`src/rtl/counter_seq_pkg.sv`:
```
// Shared types and command encodings for the counter sequencer.
package counter_seq_pkg;

  typedef enum logic [1:0] {
    ST_IDLE     = 2'd0,
    ST_RUN_UP   = 2'd1,
    ST_RUN_DOWN = 2'd2,
    ST_PAUSED   = 2'd3
  } state_e;

  localparam logic [1:0] OP_START_UP   = 2'd0;
  localparam logic [1:0] OP_START_DOWN = 2'd1;
  localparam logic [1:0] OP_PAUSE      = 2'd2;
  localparam logic [1:0] OP_STOP       = 2'd3;

endpackage

```
`src/rtl/counter_sequencer_tick_gen.sv`:
```
// Step-enable generator: one registered tick every DIV_MAX+1 enabled cycles.
module tick_gen #(
  parameter int unsigned DIV_MAX = 49999999
) (
  input  logic clk,
  input  logic rst,
  input  logic en,
  input  logic clr,
  output logic tick
);

  localparam int unsigned DW = (DIV_MAX > 0) ? $clog2(DIV_MAX + 1) : 1;
  localparam logic [DW-1:0] DIV_LAST = DW'(DIV_MAX);
  localparam logic [DW-1:0] DIV_ONE  = {{(DW-1){1'b0}}, 1'b1};

  logic [DW-1:0] r_div_cnt;
  logic          r_tick;

  // Divider counter; holds when disabled so a resumed run keeps its phase.
  always_ff @(posedge clk) begin
    if (rst) begin
      r_div_cnt <= '0;
      r_tick    <= 1'b0;
    end else if (clr) begin
      r_div_cnt <= '0;
      r_tick    <= 1'b0;
    end else if (en) begin
      if (r_div_cnt == DIV_LAST) begin
        r_div_cnt <= '0;
        r_tick    <= 1'b1;
      end else begin
        r_div_cnt <= r_div_cnt + DIV_ONE;
        r_tick    <= 1'b0;
      end
    end else begin
      r_tick <= 1'b0;
    end
  end

  assign tick = r_tick;

endmodule

```
`src/rtl/counter_sequencer.sv`:
```
// Command-driven bounded up/down counter with optional ping-pong reversal.
module counter_sequencer
  import counter_seq_pkg::*;
#(
  parameter int unsigned WIDTH   = 4,
  parameter int unsigned DIV_MAX = 49999999
) (
  input  logic             clk,
  input  logic             rst,
  input  logic             cmd_valid,
  output logic             cmd_ready,
  input  logic [1:0]       cmd_op,
  input  logic [WIDTH-1:0] cmd_limit,
  input  logic             ping_pong,
  output logic [WIDTH-1:0] count,
  output logic             dir_up,
  output logic             busy,
  output logic             paused,
  output logic             tick,
  output logic             done,
  output logic             cmd_err
);

  localparam logic [WIDTH-1:0] ONE = {{(WIDTH-1){1'b0}}, 1'b1};

  state_e           r_state;
  logic [WIDTH-1:0] r_count;
  logic [WIDTH-1:0] r_limit;
  logic             r_dir_up;
  logic             r_done;
  logic             r_cmd_err;
  logic             r_cmd_ready;
  logic             r_busy;
  logic             r_paused;

  state_e           w_state_nxt;
  logic [WIDTH-1:0] w_count_nxt;
  logic [WIDTH-1:0] w_limit_nxt;
  logic             w_dir_nxt;
  logic             w_done_nxt;
  logic             w_err_nxt;
  logic             w_busy_nxt;
  logic             w_paused_nxt;
  logic             w_run;
  logic             w_cmd_acc;
  logic             w_start;
  logic             w_tick;

  assign w_run     = (r_state == ST_RUN_UP) || (r_state == ST_RUN_DOWN);
  assign w_cmd_acc = cmd_valid & r_cmd_ready;
  assign w_start   = w_cmd_acc & ((cmd_op == OP_START_UP) || (cmd_op == OP_START_DOWN));

  // Divider is frozen on a command edge so a pause never swallows a pending tick.
  tick_gen #(.DIV_MAX(DIV_MAX)) u_tick_gen (
    .clk  (clk),
    .rst  (rst),
    .en   (w_run & ~w_cmd_acc),
    .clr  (w_start),
    .tick (w_tick)
  );

  // State and datapath registers.
  always_ff @(posedge clk) begin
    if (rst) begin
      r_state     <= ST_IDLE;
      r_count     <= '0;
      r_limit     <= '0;
      r_dir_up    <= 1'b1;
      r_done      <= 1'b0;
      r_cmd_err   <= 1'b0;
      r_cmd_ready <= 1'b0;
      r_busy      <= 1'b0;
      r_paused    <= 1'b0;
    end else begin
      r_state     <= w_state_nxt;
      r_count     <= w_count_nxt;
      r_limit     <= w_limit_nxt;
      r_dir_up    <= w_dir_nxt;
      r_done      <= w_done_nxt;
      r_cmd_err   <= w_err_nxt;
      r_cmd_ready <= 1'b1;
      r_busy      <= w_busy_nxt;
      r_paused    <= w_paused_nxt;
    end
  end

  // Next-state logic; an accepted command takes priority over a tick step.
  always_comb begin
    w_state_nxt = r_state;
    w_count_nxt = r_count;
    w_limit_nxt = r_limit;
    w_dir_nxt   = r_dir_up;
    w_done_nxt  = 1'b0;
    w_err_nxt   = 1'b0;
    if (w_cmd_acc) begin
      case (cmd_op)
        OP_START_UP, OP_START_DOWN: begin
          w_limit_nxt = cmd_limit;
          w_dir_nxt   = (cmd_op == OP_START_UP);
          w_count_nxt = (cmd_op == OP_START_UP) ? '0 : cmd_limit;
          if (cmd_limit == '0) begin
            w_state_nxt = ST_IDLE;
            w_done_nxt  = 1'b1;
          end else begin
            w_state_nxt = (cmd_op == OP_START_UP) ? ST_RUN_UP : ST_RUN_DOWN;
          end
        end
        OP_PAUSE: begin
          case (r_state)
            ST_RUN_UP, ST_RUN_DOWN: w_state_nxt = ST_PAUSED;
            ST_PAUSED:              w_state_nxt = r_dir_up ? ST_RUN_UP : ST_RUN_DOWN;
            default:                w_err_nxt   = 1'b1;
          endcase
        end
        default: w_state_nxt = ST_IDLE;
      endcase
    end else if (w_tick) begin
      case (r_state)
        ST_RUN_UP: begin
          w_count_nxt = r_count + ONE;
          if (w_count_nxt == r_limit) begin
            w_state_nxt = ping_pong ? ST_RUN_DOWN : ST_IDLE;
            w_dir_nxt   = ~ping_pong;
            w_done_nxt  = ~ping_pong;
          end else begin
            w_state_nxt = ST_RUN_UP;
          end
        end
        ST_RUN_DOWN: begin
          w_count_nxt = r_count - ONE;
          if (w_count_nxt == '0) begin
            w_state_nxt = ping_pong ? ST_RUN_UP : ST_IDLE;
            w_dir_nxt   = ping_pong;
            w_done_nxt  = ~ping_pong;
          end else begin
            w_state_nxt = ST_RUN_DOWN;
          end
        end
        default: w_state_nxt = r_state;
      endcase
    end else begin
      w_state_nxt = r_state;
    end
  end

  // Status decode from the next state so busy/paused stay registered.
  always_comb begin
    w_busy_nxt   = (w_state_nxt != ST_IDLE);
    w_paused_nxt = (w_state_nxt == ST_PAUSED);
  end

  assign cmd_ready = r_cmd_ready;
  assign count     = r_count;
  assign dir_up    = r_dir_up;
  assign busy      = r_busy;
  assign paused    = r_paused;
  assign tick      = w_tick;
  assign done      = r_done;
  assign cmd_err   = r_cmd_err;

endmodule

```
`config.mk`:
```
export PLATFORM = sky130hd
export DESIGN_NAME = counter_sequencer
export DESIGN_NICKNAME = d
export VERILOG_FILES = /design/src/rtl/counter_seq_pkg.sv /design/src/rtl/counter_sequencer_tick_gen.sv /design/src/rtl/counter_sequencer.sv
export SDC_FILE = /design/constraint.sdc
export NUM_CORES = 1
export LEC_CHECK = 0
export CAP_MARGIN = 20
export CORE_ASPECT_RATIO = 0.5
export CORE_MARGIN = 8
export CORE_UTILIZATION = 35
export CTS_CLUSTER_DIAMETER = 120
export DETAILED_ROUTE_END_ITERATION = 10
export PLACE_DENSITY_LB_ADDON = 0.2
export SETUP_SLACK_MARGIN = 0.3
export SYNTH_ARGS = -nofsm -noshare
export SYNTH_HDL_FRONTEND = slang
export SYNTH_SLANG_ARGS = --single-unit
export TNS_END_PERCENT = 50
```
`constraint.sdc`:
```
create_clock -name clk -period 4.3 [get_ports clk]
set_clock_uncertainty 0.2 [all_clocks]
set_input_delay 0.645 -clock clk [delete_from_list [all_inputs] [get_ports clk]]
set_output_delay 0.645 -clock clk [all_outputs]
set_load 0.005 [all_outputs]
```
==> results.md, run 1 <==
- Data arrival, critical path: 2890 ps
- WL met3: 210 um
- Top post-synthesis cells by area: dfxtp_1, xnor2_1, nor2_1, ha_1, nand2_1
- Initial Utilization: 0.354
- Commonest cells in the netlist: dfxtp_1, nor2_1, nand2_1
- Row cnt: 21
- IO Pins: 21
- Max Used Layer: met4
- Width of the die: 131 um
- Vias: 1954
- Antenna viol nets, final: 0
- Global-route wire length before repair: 8540 um
- Pleak: 0.000907 uW
- WP data required: 4230 ps
- GPL Wtd Cong: 0.785
- Share of cells above drive strength 1: 0.0447
- GRT overflow: 0
- FFs w/ async S/R, synth: 0
- Wirelength, routed: 4950 um
- Max cap viols: 0
- Library cells used by synthesis: 49
- RSZ-0062 raised after global routing: false
- CTS root buffer: clkbuf_16
- Layout fillers: 643
- CTS Buffer Depth: 2
- Pwr Density: 318 nW/um2
- Vias in the first global route: 1819
- Reg area: 861 um2
- Number of cells in the design after placement: 375
- Final HPWL DP: 3620 um
- Tot GR Track Use: 0.112
- Fin cells: 383
- Multi-input gate area: 1360 um2
- CTS resizes: 0
- Clock Sinks: 43
- Sequential fraction of the synthesis area: 0.372
- Mapped Nets: 293
- Worst-path fanout max: 26
- Final-report hold violation count: 0
- Element type at the critical path end: flop
- Die ar.: 9630 um2
- Die Ht: 73.5 um
- Vias per inst: 5.10
- Final Max Slew Viols: 0
- Wire per inst: 12.9 um
- Post CTS Setup Buffer Count: 0
- Tmin final: 2960 ps
- Setup TNS: 0 ps
- Synth Area per Inst: 8.42 um2
- Number of synthesized flops with an enable pin: 0
- DR pass1 iterations: 4
- Post-synth top flop: dfxtp_1
- Post-synth top area share: 0.372
- Max_slew headroom: 0.419
- Nets: 308
- Startpoint types: input pin
- Pin count of the biggest net entering global routing: 27
- M1 WL: 2460 um
- Worst-margin pin slew: 871 ps
- #FFs+latches synth: 43
- Core Region: 6540 um2
- Fin Hold WS: 297 ps
- FMAX: 338 MHz
- Cell count after synthesis: 275
- CTS tree: built
- Status: completed
- H-tree Lvls: 2
- Final setup fails: 0
- TritonCTS Buffers: 5
- Hold buffer count at cts: 0
- Ys Warns: 0
- Final worst path period share: 0.688
- Area Overhead vs Synth: 17.1%
- Most common cell in the netlist: dfxtp_1
- Met2 routed WL: 2210 um
- Clock latency on the worst-skew pair: 280 ps
- Crit Path Category: in -> reg
- Peak supply drop: 131 uV
- Syn Std Cell Area: 2310 um2
- Initial antenna violation count: 0
- Cell taking the most area after synthesis: dfxtp_1
- Core Util, Final: 0.414
- PortBufs: 20
- HP Class: reg -> reg
- Reg clk slew, reported paths: 60 ps
- DRT iter0 DRCs: 94
- Ant diodes: 0
- Remaining DRCs: 0
[layout make-up]
cell class / count / share of cell area
multi-input combinational: 209 / 0.500
sequential: 43 / 0.317
timing repair buffer: 20 / 0.0738
clock buffer: 7 / 0.0489
tap: 92 / 0.0425
inverter: 11 / 0.0152
clock inverter: 1 / 0.00185
[worst paths after layout]
check	to	cells after the start	startpoint	slack [ps]
worst max register to register	u_tick_gen.r_div_cnt[14]$_SDFFE_PP0P_	7	r_state[1]$_SDFF_PP0_	1350
worst min register to register	r_limit[2]$_SDFFE_PP0P_	2	r_limit[2]$_SDFFE_PP0P_	300
worst min-delay path	r_limit[2]$_SDFFE_PP0P_	2	r_limit[2]$_SDFFE_PP0P_	300
worst max-delay path	u_tick_gen.r_div_cnt[14]$_SDFFE_PP0P_	6	cmd_valid	1340
[flip-flops by register name, summed over array words and instances (netlist names)]
register	flops
u_tick_gen.r_div_cnt	26
done	1
u_tick_gen.tick	1
r_state	2
r_limit	4
dir_up	1
cmd_ready	1
count	4
paused	1
busy	1
cmd_err	1
[metrics by stage]
stage	worst slack, ps	total power [uW]	cell area, um2
2_1_floorplan	1870	480	2310
3_3_place_gp	986	512	2570
3_5_place_dp	967	512	2570
4_1_cts	1290	875	2710
5_1_grt	1050	911	2710
6_report	1340	861	2710
[cell families (layout without fill, tap and decap cells)]
| logic type | count (synthesis) | count (layout) | share of synthesized area |
|---|---|---|---|
| compound gates | 51 | 51 | 0.148 |
| xor+xnor | 27 | 27 | 0.109 |
| fa+ha+maj | 8 | 8 | 0.0432 |
| buf+inv | 23 | 39 | 0.0422 |
| flops | 43 | 43 | 0.372 |
| mux | 3 | 3 | 0.0130 |
| simple gates | 120 | 120 | 0.273 |
[metal layers]
layer,vias up,GRT usage
met5,-,0
met4,0,0.0454
met3,5,0.0290
met2,28,0.181
met1,918,0.139
li1,1003,-
[power by group]
group / internal, uW / switching [uW] / total (uW)
logic: 40.9 / 47.2 / 88.2
clock network: 214 / 143 / 358
registers: 406 / 8.84 / 415
total: 662 / 199 / 861
[worst max-delay path, cell delays in order]
cell             delay [ps]
clkdlybuf4s50_1         500
a21boi_4                350
nand4_1                 140
nor4_1                  390
or3_1                   740
nor2_1                  120
[cell usage in the layout, fill, tap and decap left out, drive strengths merged, types with 2 or more instances in the layout]
| cell type | n |
|---|---|
| ha | 8 |
| nor2 | 30 |
| o21ai | 13 |
| dfxtp | 43 |
| or4 | 3 |
| and3 | 3 |
| inv | 11 |
| nand3 | 10 |
| nand4b | 2 |
| mux2i | 3 |
| o31ai | 3 |
| xor2 | 10 |
| clkbuf | 7 |
| clkdlybuf4s50 | 20 |
| nor2b | 4 |
| or3 | 6 |
| nand4 | 7 |
| xnor2 | 16 |
| and4 | 4 |
| nor3 | 8 |
| nand2 | 25 |
| and2 | 4 |
| a21boi | 2 |
| a211oi | 4 |
| a22oi | 2 |
| nor4 | 8 |
| a21oi | 14 |
| nand2b | 3 |
| o311ai | 2 |
No activity file was read; power rests on OpenSTA's default activity.
==> inputs of run 2 (changes only) <==
Clock period 4.3 ns to 2.4 ns, I/O delays scaled along.
==> run 2 against run 1 <==
Compared with the run above: first-iteration DRC count up 32%; setup slack worse by 1100 ps; critical endpoint is now u_tick_gen.r_div_cnt[24]$_SDFFE_PP0P_; power up 99%; combinational power up 150%; cell count up 7.6%.
==> results.md, run 2 (same netlist as run 1, synthesis figures left out) <==
- Tot GR Track Use: 0.120 (+0.00835)
- Hold buffer count at cts: 0 (unchanged)
- CTS tree: built
- CTS Buffer Depth: 2 (unchanged)
- Final-report hold violation count: 0 (unchanged)
- Antenna viol nets, final: 0 (unchanged)
- Vias per inst: 5.04 (-1.1%)
- Commonest non-fill, non-tap cell in the layout: dfxtp_1
- IO Pins: 21 (unchanged)
- CTS root buffer: clkbuf_16
- R2R depth: 7 (unchanged)
- Pleak: 0.00109 uW (+21%)
- Clock latency on the worst-skew pair: 280 ps (about the same)
- Die ar.: 9630 um2 (unchanged)
- Global-route wire length before repair: 9400 um (+10%)
- Worst hold endpoint: r_limit[1]$_SDFFE_PP0P_
- WP data required: 2410 ps (-1820 ps)
- Critical R2R Capture: u_tick_gen.r_div_cnt[24]$_SDFFE_PP0P_
- Worst-path fanout max: 5 (-81%)
- Tmin final: 2180 ps
- Vias: 2078 (+6.3%)
- GPL Wtd Cong: 0.817 (+4.2%)
- Layout fillers: 620 (-3.6%)
- Hold path cells: 2 (unchanged)
- Crit Path Category: reg -> reg
- Largest Register: u_tick_gen.r_div_cnt
- Reg clk slew, reported paths: 60 ps (about the same)
- Width of the die: 131 um (unchanged)
- Number of cells in the design after placement: 398 (+6.1%)
- Worst reg-to-reg setup slack: 220 ps (-1130 ps)
- Final Max Slew Viols: 0 (unchanged)
- DR pass1 iterations: 4 (unchanged)
- Clock Sinks: 43 (unchanged)
- DP Area: 2780 um2 (+8.1%)
- Element type at the critical path end: flop
- PortBufs: 20 (unchanged)
- Max cap viols: 0 (unchanged)
- Min-delay src: r_limit[1]$_SDFFE_PP0P_
- Slowest CP cell: or4_4
- Max_slew headroom: 0.744 (+0.325)
- Area Overhead vs Synth: 33.9%
- Status: completed
- Final setup fails: 0 (unchanged)
- Pwr Density: 553 nW/um2 (+74%)
- DRT iter0 DRCs: 124 (+32%)
- TritonCTS Buffers: 5 (unchanged)
- RSZ-0062 raised after global routing: true
- Row cnt: 21 (unchanged)
- Wire per inst: 13.6 um (+5.0%)
- Initial antenna violation count: 0 (unchanged)
- Worst-margin pin slew: 379 ps (-493 ps)
- Final HPWL DP: 4000 um (+11%)
- FMAX: 458 MHz
- Worst path cell trace: inv_2 > ha_4 > a21boi_4 > nand3_2 > or3_4 > or4_4 > a21oi_2
- Peak supply drop: 262 uV (+100%)
- Most frequent cells in the layout: dfxtp_1, nor2_1, buf_4
- Remaining DRCs: 0 (unchanged)
- H-tree Lvls: 2 (unchanged)
- Startpoint types: flop
- Nets: 338 (+9.7%)
- Pin count of the biggest net entering global routing: 27 (unchanged)
- Max reg flops: 26 (unchanged)
- Data arrival, critical path: 2200 ps (-690 ps)
- HP Class: reg -> reg
- GRT overflow: 0 (unchanged)
- Fin cells: 412 (+7.6%)
- Vias in the first global route: 2068 (+14%)
- Die Ht: 73.5 um (unchanged)
- Ant diodes: 0 (unchanged)
- Final worst path period share: 0.910
- Crit Reg-Reg Startpoint: r_state[0]$_SDFF_PP0_
- Share of cells above drive strength 1: 0.216 (+0.171)
- Max incr delay on CP: 420 ps (-320 ps)
- Core Region: 6540 um2 (unchanged)
- Design Area, Final: 3100 um2 (+14%)
- Initial Utilization: 0.354 (unchanged)
- Wirelength, routed: 5590 um (+13%)
run 2: worst max-delay path by stage:
| stage | from | to |
|---|---|---|
| final | r_state[0]$_SDFF_PP0_ | u_tick_gen.r_div_cnt[24]$_SDFFE_PP0P_ |
| after global routing | r_state[1]$_SDFF_PP0_ | u_tick_gen.r_div_cnt[24]$_SDFFE_PP0P_ |
| after CTS | r_state[1]$_SDFF_PP0_ | u_tick_gen.r_div_cnt[24]$_SDFFE_PP0P_ |
| after detailed placement | cmd_valid | u_tick_gen.r_div_cnt[23]$_SDFFE_PP0P_ |
| after global placement | cmd_valid | u_tick_gen.r_div_cnt[21]$_SDFFE_PP0P_ |
| after floorplan | r_state[0]$_SDFF_PP0_ | u_tick_gen.r_div_cnt[22]$_SDFFE_PP0P_ |
run 2: where the power goes:
part,switching (uW),internal [uW]
clock,269,486
combinational,107,113
sequential,11.9,728
run 2: worst max-delay path, delay by kind of cell (launching register included):
kind	cells	cell delay (ps)
AO/OA/AOI/OAI	2	350
AND/OR/NAND/NOR	3	910
adder cells (fa/ha/maj)	1	260
buffers and inverters	1	50
flip-flops	1	340
run 2: area by class of cell:
type	instances	area [um2]	area share
Clock inverter	1	30.0	0.00969
Inverter	11	43.8	0.0141
Multi-Input combinational cell	209	1470	0.475
Timing Repair Buffer	50	442	0.143
Clock buffer	6	129	0.0416
Sequential cell	43	868	0.280
Tap cell	92	115	0.0371
run 2: per-stage QoR:
step	utilization	setup TNS, ps	total power [uW]	setup WS, ps	hold slack [ps]
global route	0.474	0	1790	145	343
detailed placement	0.425	-30.9	951	-19.9	290
CTS	0.461	0	1720	185	300
global placement	0.425	0	948	38.6	279
floorplan	-	0	866	118	232
finish	0.474	0	1710	215	301
run 2: layer usage:
| metal | global-route usage | part of all wire |
|---|---|---|
| met1 | 0.150 | 0.49 |
| met2 | 0.204 | 0.48 |
| met3 | 0.0239 | 0.025 |
| met4 | 0.0378 | 0.011 |
| met5 | 0 | 0 |
run 2: repair_timing:
item,4_1_cts,5_1_grt
cloned,0,0
pin swaps,3,4
gates resized for setup,7,19
endpoints found under the setup margin,28,32
buffers inserted,7,0
==> inputs of run 3 (changes only) <==
Settings changed: CORE_ASPECT_RATIO 0.5 to unset, PLACE_DENSITY_LB_ADDON 0.2 to 0.08.
==> run 3 against run 2 <==
Compared with the run above: setup slack got worse by 24 ps; first-iteration DRC count down 53%; die area down 1.6%; via count grew 1.3%; count of clock-buffer cells in the layout is the same; combinational power rose by 8%; wire length is 9.3% higher; largest cell class unchanged.
==> results.md, run 3 (same netlist as run 1, synthesis figures left out) <==
- RSZ-0062 raised after global routing: true
- Buf/Inv on CP: 1 (unchanged)
- Crit Path Category: reg -> reg
- Tot GR Track Use: 0.122 (+0.00167)
- Antenna viol nets, final: 0 (unchanged)
- Vias: 2106 (+1.3%)
- Largest Register: u_tick_gen.r_div_cnt
- Status: completed
- Final worst path period share: 0.920 (+0.0100)
- Most frequent cells in the layout: dfxtp_1, buf_4, nor2_1
- FMAX: 453 MHz (-1.1%)
- Worst-margin pin slew: 459 ps (+80.2 ps)
- Element type at the critical path end: flop
- Core Region: 6390 um2 (-2.4%)
- Vias per inst: 5.24 (+3.9%)
- R2R depth: 7 (unchanged)
- Share of cells above drive strength 1: 0.249 (+0.0336)
- Peak supply drop: 285 uV (+9.1%)
- PortBufs: 20 (unchanged)
- Nets: 342 (+1.2%)
- Initial Utilization: 0.362 (+0.00866)
- Pwr Density: 471 nW/um2 (-15%)
- Layout fillers: 619 (-0.16%)
- Startpoint types: flop
- IO Pins: 21 (unchanged)
- Remaining DRCs: 0 (unchanged)
- Final-report hold violation count: 0 (unchanged)
- Commonest non-fill, non-tap cell in the layout: dfxtp_1
- Critical R2R Capture: u_tick_gen.r_div_cnt[22]$_SDFFE_PP0P_
- Width of the die: 97.3 um (-26%)
- CTS tree: built
- Vias in the first global route: 2049 (-0.92%)
- Ant diodes: 0 (unchanged)
- Final setup fails: 0 (unchanged)
- Worst-path fanout max: 5 (unchanged)
- Family with the most delay on the worst path: simple AND/OR/NAND/NOR gates
- GRT overflow: 0 (unchanged)
- Pin count of the biggest net entering global routing: 27 (unchanged)
- Tmin final: 2210 ps (+24.1 ps)
- DRT iter0 DRCs: 58 (-53%)
- Reg clk slew, reported paths: 90 ps (+30 ps)
- Pleak: 0.00113 uW (+2.9%)
- CP Depth: 7 (unchanged)
- Worst reg-to-reg setup slack: 190 ps (-20 ps)
- Max incr delay on CP: 410 ps (about the same)
- Fin Hold WS: 288 ps (-12.4 ps)
- Global-route wire length before repair: 9770 um (+4.0%)
- CTS root buffer: clkbuf_8
- Clock latency on the worst-skew pair: 300 ps (+20 ps)
- Power, Total: 1490 uW (-13%)
- Crit Reg-Reg Startpoint: r_state[0]$_SDFF_PP0_
- GPL Wtd Cong: 0.735 (-10%)
- Row cnt: 29 (+38%)
- CTS Buffer Depth: 2 (unchanged)
- Hold buffer count at cts: 0 (unchanged)
- Worst path cell trace: inv_4 > ha_4 > a21boi_4 > nand3_2 > or3_4 > or4_1 > a21oi_1
- Die Ht: 97.3 um (+32%)
- Area Overhead vs Synth: 36.3%
- H-tree Lvls: 2 (unchanged)
- Wire per inst: 15.2 um (+12%)
- HP Class: reg -> reg
- Max cap viols: 0 (unchanged)
- Clock Sinks: 43 (unchanged)
- Wirelength, routed: 6110 um (+9.3%)
- Crit path to: u_tick_gen.r_div_cnt[22]$_SDFFE_PP0P_
- Final Max Slew Viols: 0 (unchanged)
- WP data required: 2440 ps (+30 ps)
- Final HPWL DP: 4060 um (+1.4%)
- Max_slew headroom: 0.693 (-0.0511)
- Data arrival, critical path: 2250 ps (+50 ps)
- Die ar.: 9470 um2 (-1.6%)
- DR pass1 iterations: 4 (unchanged)
- Slowest CP cell: or4_1
- Max reg flops: 26 (unchanged)
- TritonCTS Buffers: 5 (unchanged)
- Initial antenna violation count: 0 (unchanged)
- CP Launch Point: r_state[0]$_SDFF_PP0_
-- run 3: changes by cell type in the layout (fill, tap and decap cells not counted), moves of 3 or more --
| cell | previous run | this run |
|---|---|---|
| clkbuf_8 | 0 | 6 |
| nor2_1 | 30 | 25 |
| nor4_1 | 6 | 2 |
| clkbuf_16 | 5 | 2 |
| nor2_4 | 0 | 3 |
| nor4_4 | 0 | 3 |
-- run 3: repair_timing --
action / 4_1_cts / 5_1_grt
pin swaps: 5 / 16
resized for setup: 4 / 37
cloned: 0 / 4
hold endpoints to repair: 0 / 0
endpoints found under the setup margin: 28 / 33
setup buffers: 7 / 1
-- run 3: layout make-up --
| class | instances | area [um2] | area share |
|---|---|---|---|
| multi-input combinational | 209 | 1530 | 0.486 |
| clock buffer | 6 | 82.6 | 0.0262 |
| sequential | 43 | 871 | 0.276 |
| tap | 77 | 96.3 | 0.0305 |
| timing repair buffer | 54 | 512 | 0.162 |
| clock inverter | 2 | 16.3 | 0.00516 |
| inverter | 11 | 43.8 | 0.0139 |
-- run 3: worst min-delay path, stage by stage, from the launching register on --
cell	delay, ps
dfxtp_1	320
o21ai_0	70
a21oi_1	60
-- run 3: power breakdown --
group / total (uW) / internal, uW / switching [uW] / leakage [uW]
registers: 738 / 727 / 11.7 / 0.000350
clock network: 511 / 235 / 275 / 0.0000474
logic: 236 / 120 / 116 / 0.000728
total: 1490 / 1080 / 403 / 0.00113
-- run 3: routing by layer --
layer  GRT usage  vias up  routed length (um)
li1            -     1069                   -
met1       0.151      995                2820
met2       0.205       35                3020
met3      0.0256        7                 206
met4      0.0385        0                  65
met5           0        -                   0
-- run 3: stage by stage --
| step | instance area (um2) | instances | setup TNS, ps | utilization | setup WS, ps |
|---|---|---|---|---|---|
| floorplan | 2340 | 275 | 0 | - | 118 |
| global placement | 2760 | 382 | 0 | 0.431 | 21.1 |
| detailed placement | 2760 | 382 | -79.4 | 0.431 | -39.7 |
| CTS | 2920 | 397 | 0 | 0.457 | 183 |
| global route | 3150 | 402 | 0 | 0.494 | 97.1 |
| finish | 3150 | 402 | 0 | 0.494 | 191 |
-- run 3: worst min-delay path by stage --
stage	start	end	slack, ps	depth (start not counted)
after CTS	r_limit[2]$_SDFFE_PP0P_	r_limit[2]$_SDFFE_PP0P_	290	2
after floorplan	rst	count[3]$_SDFFE_PP0P_	230	1
after global placement	r_limit[2]$_SDFFE_PP0P_	r_limit[2]$_SDFFE_PP0P_	270	2
after detailed placement	r_limit[2]$_SDFFE_PP0P_	r_limit[2]$_SDFFE_PP0P_	280	2
after global routing	r_limit[3]$_SDFFE_PP0P_	r_limit[3]$_SDFFE_PP0P_	310	2
final	r_limit[2]$_SDFFE_PP0P_	r_limit[2]$_SDFFE_PP0P_	290	2
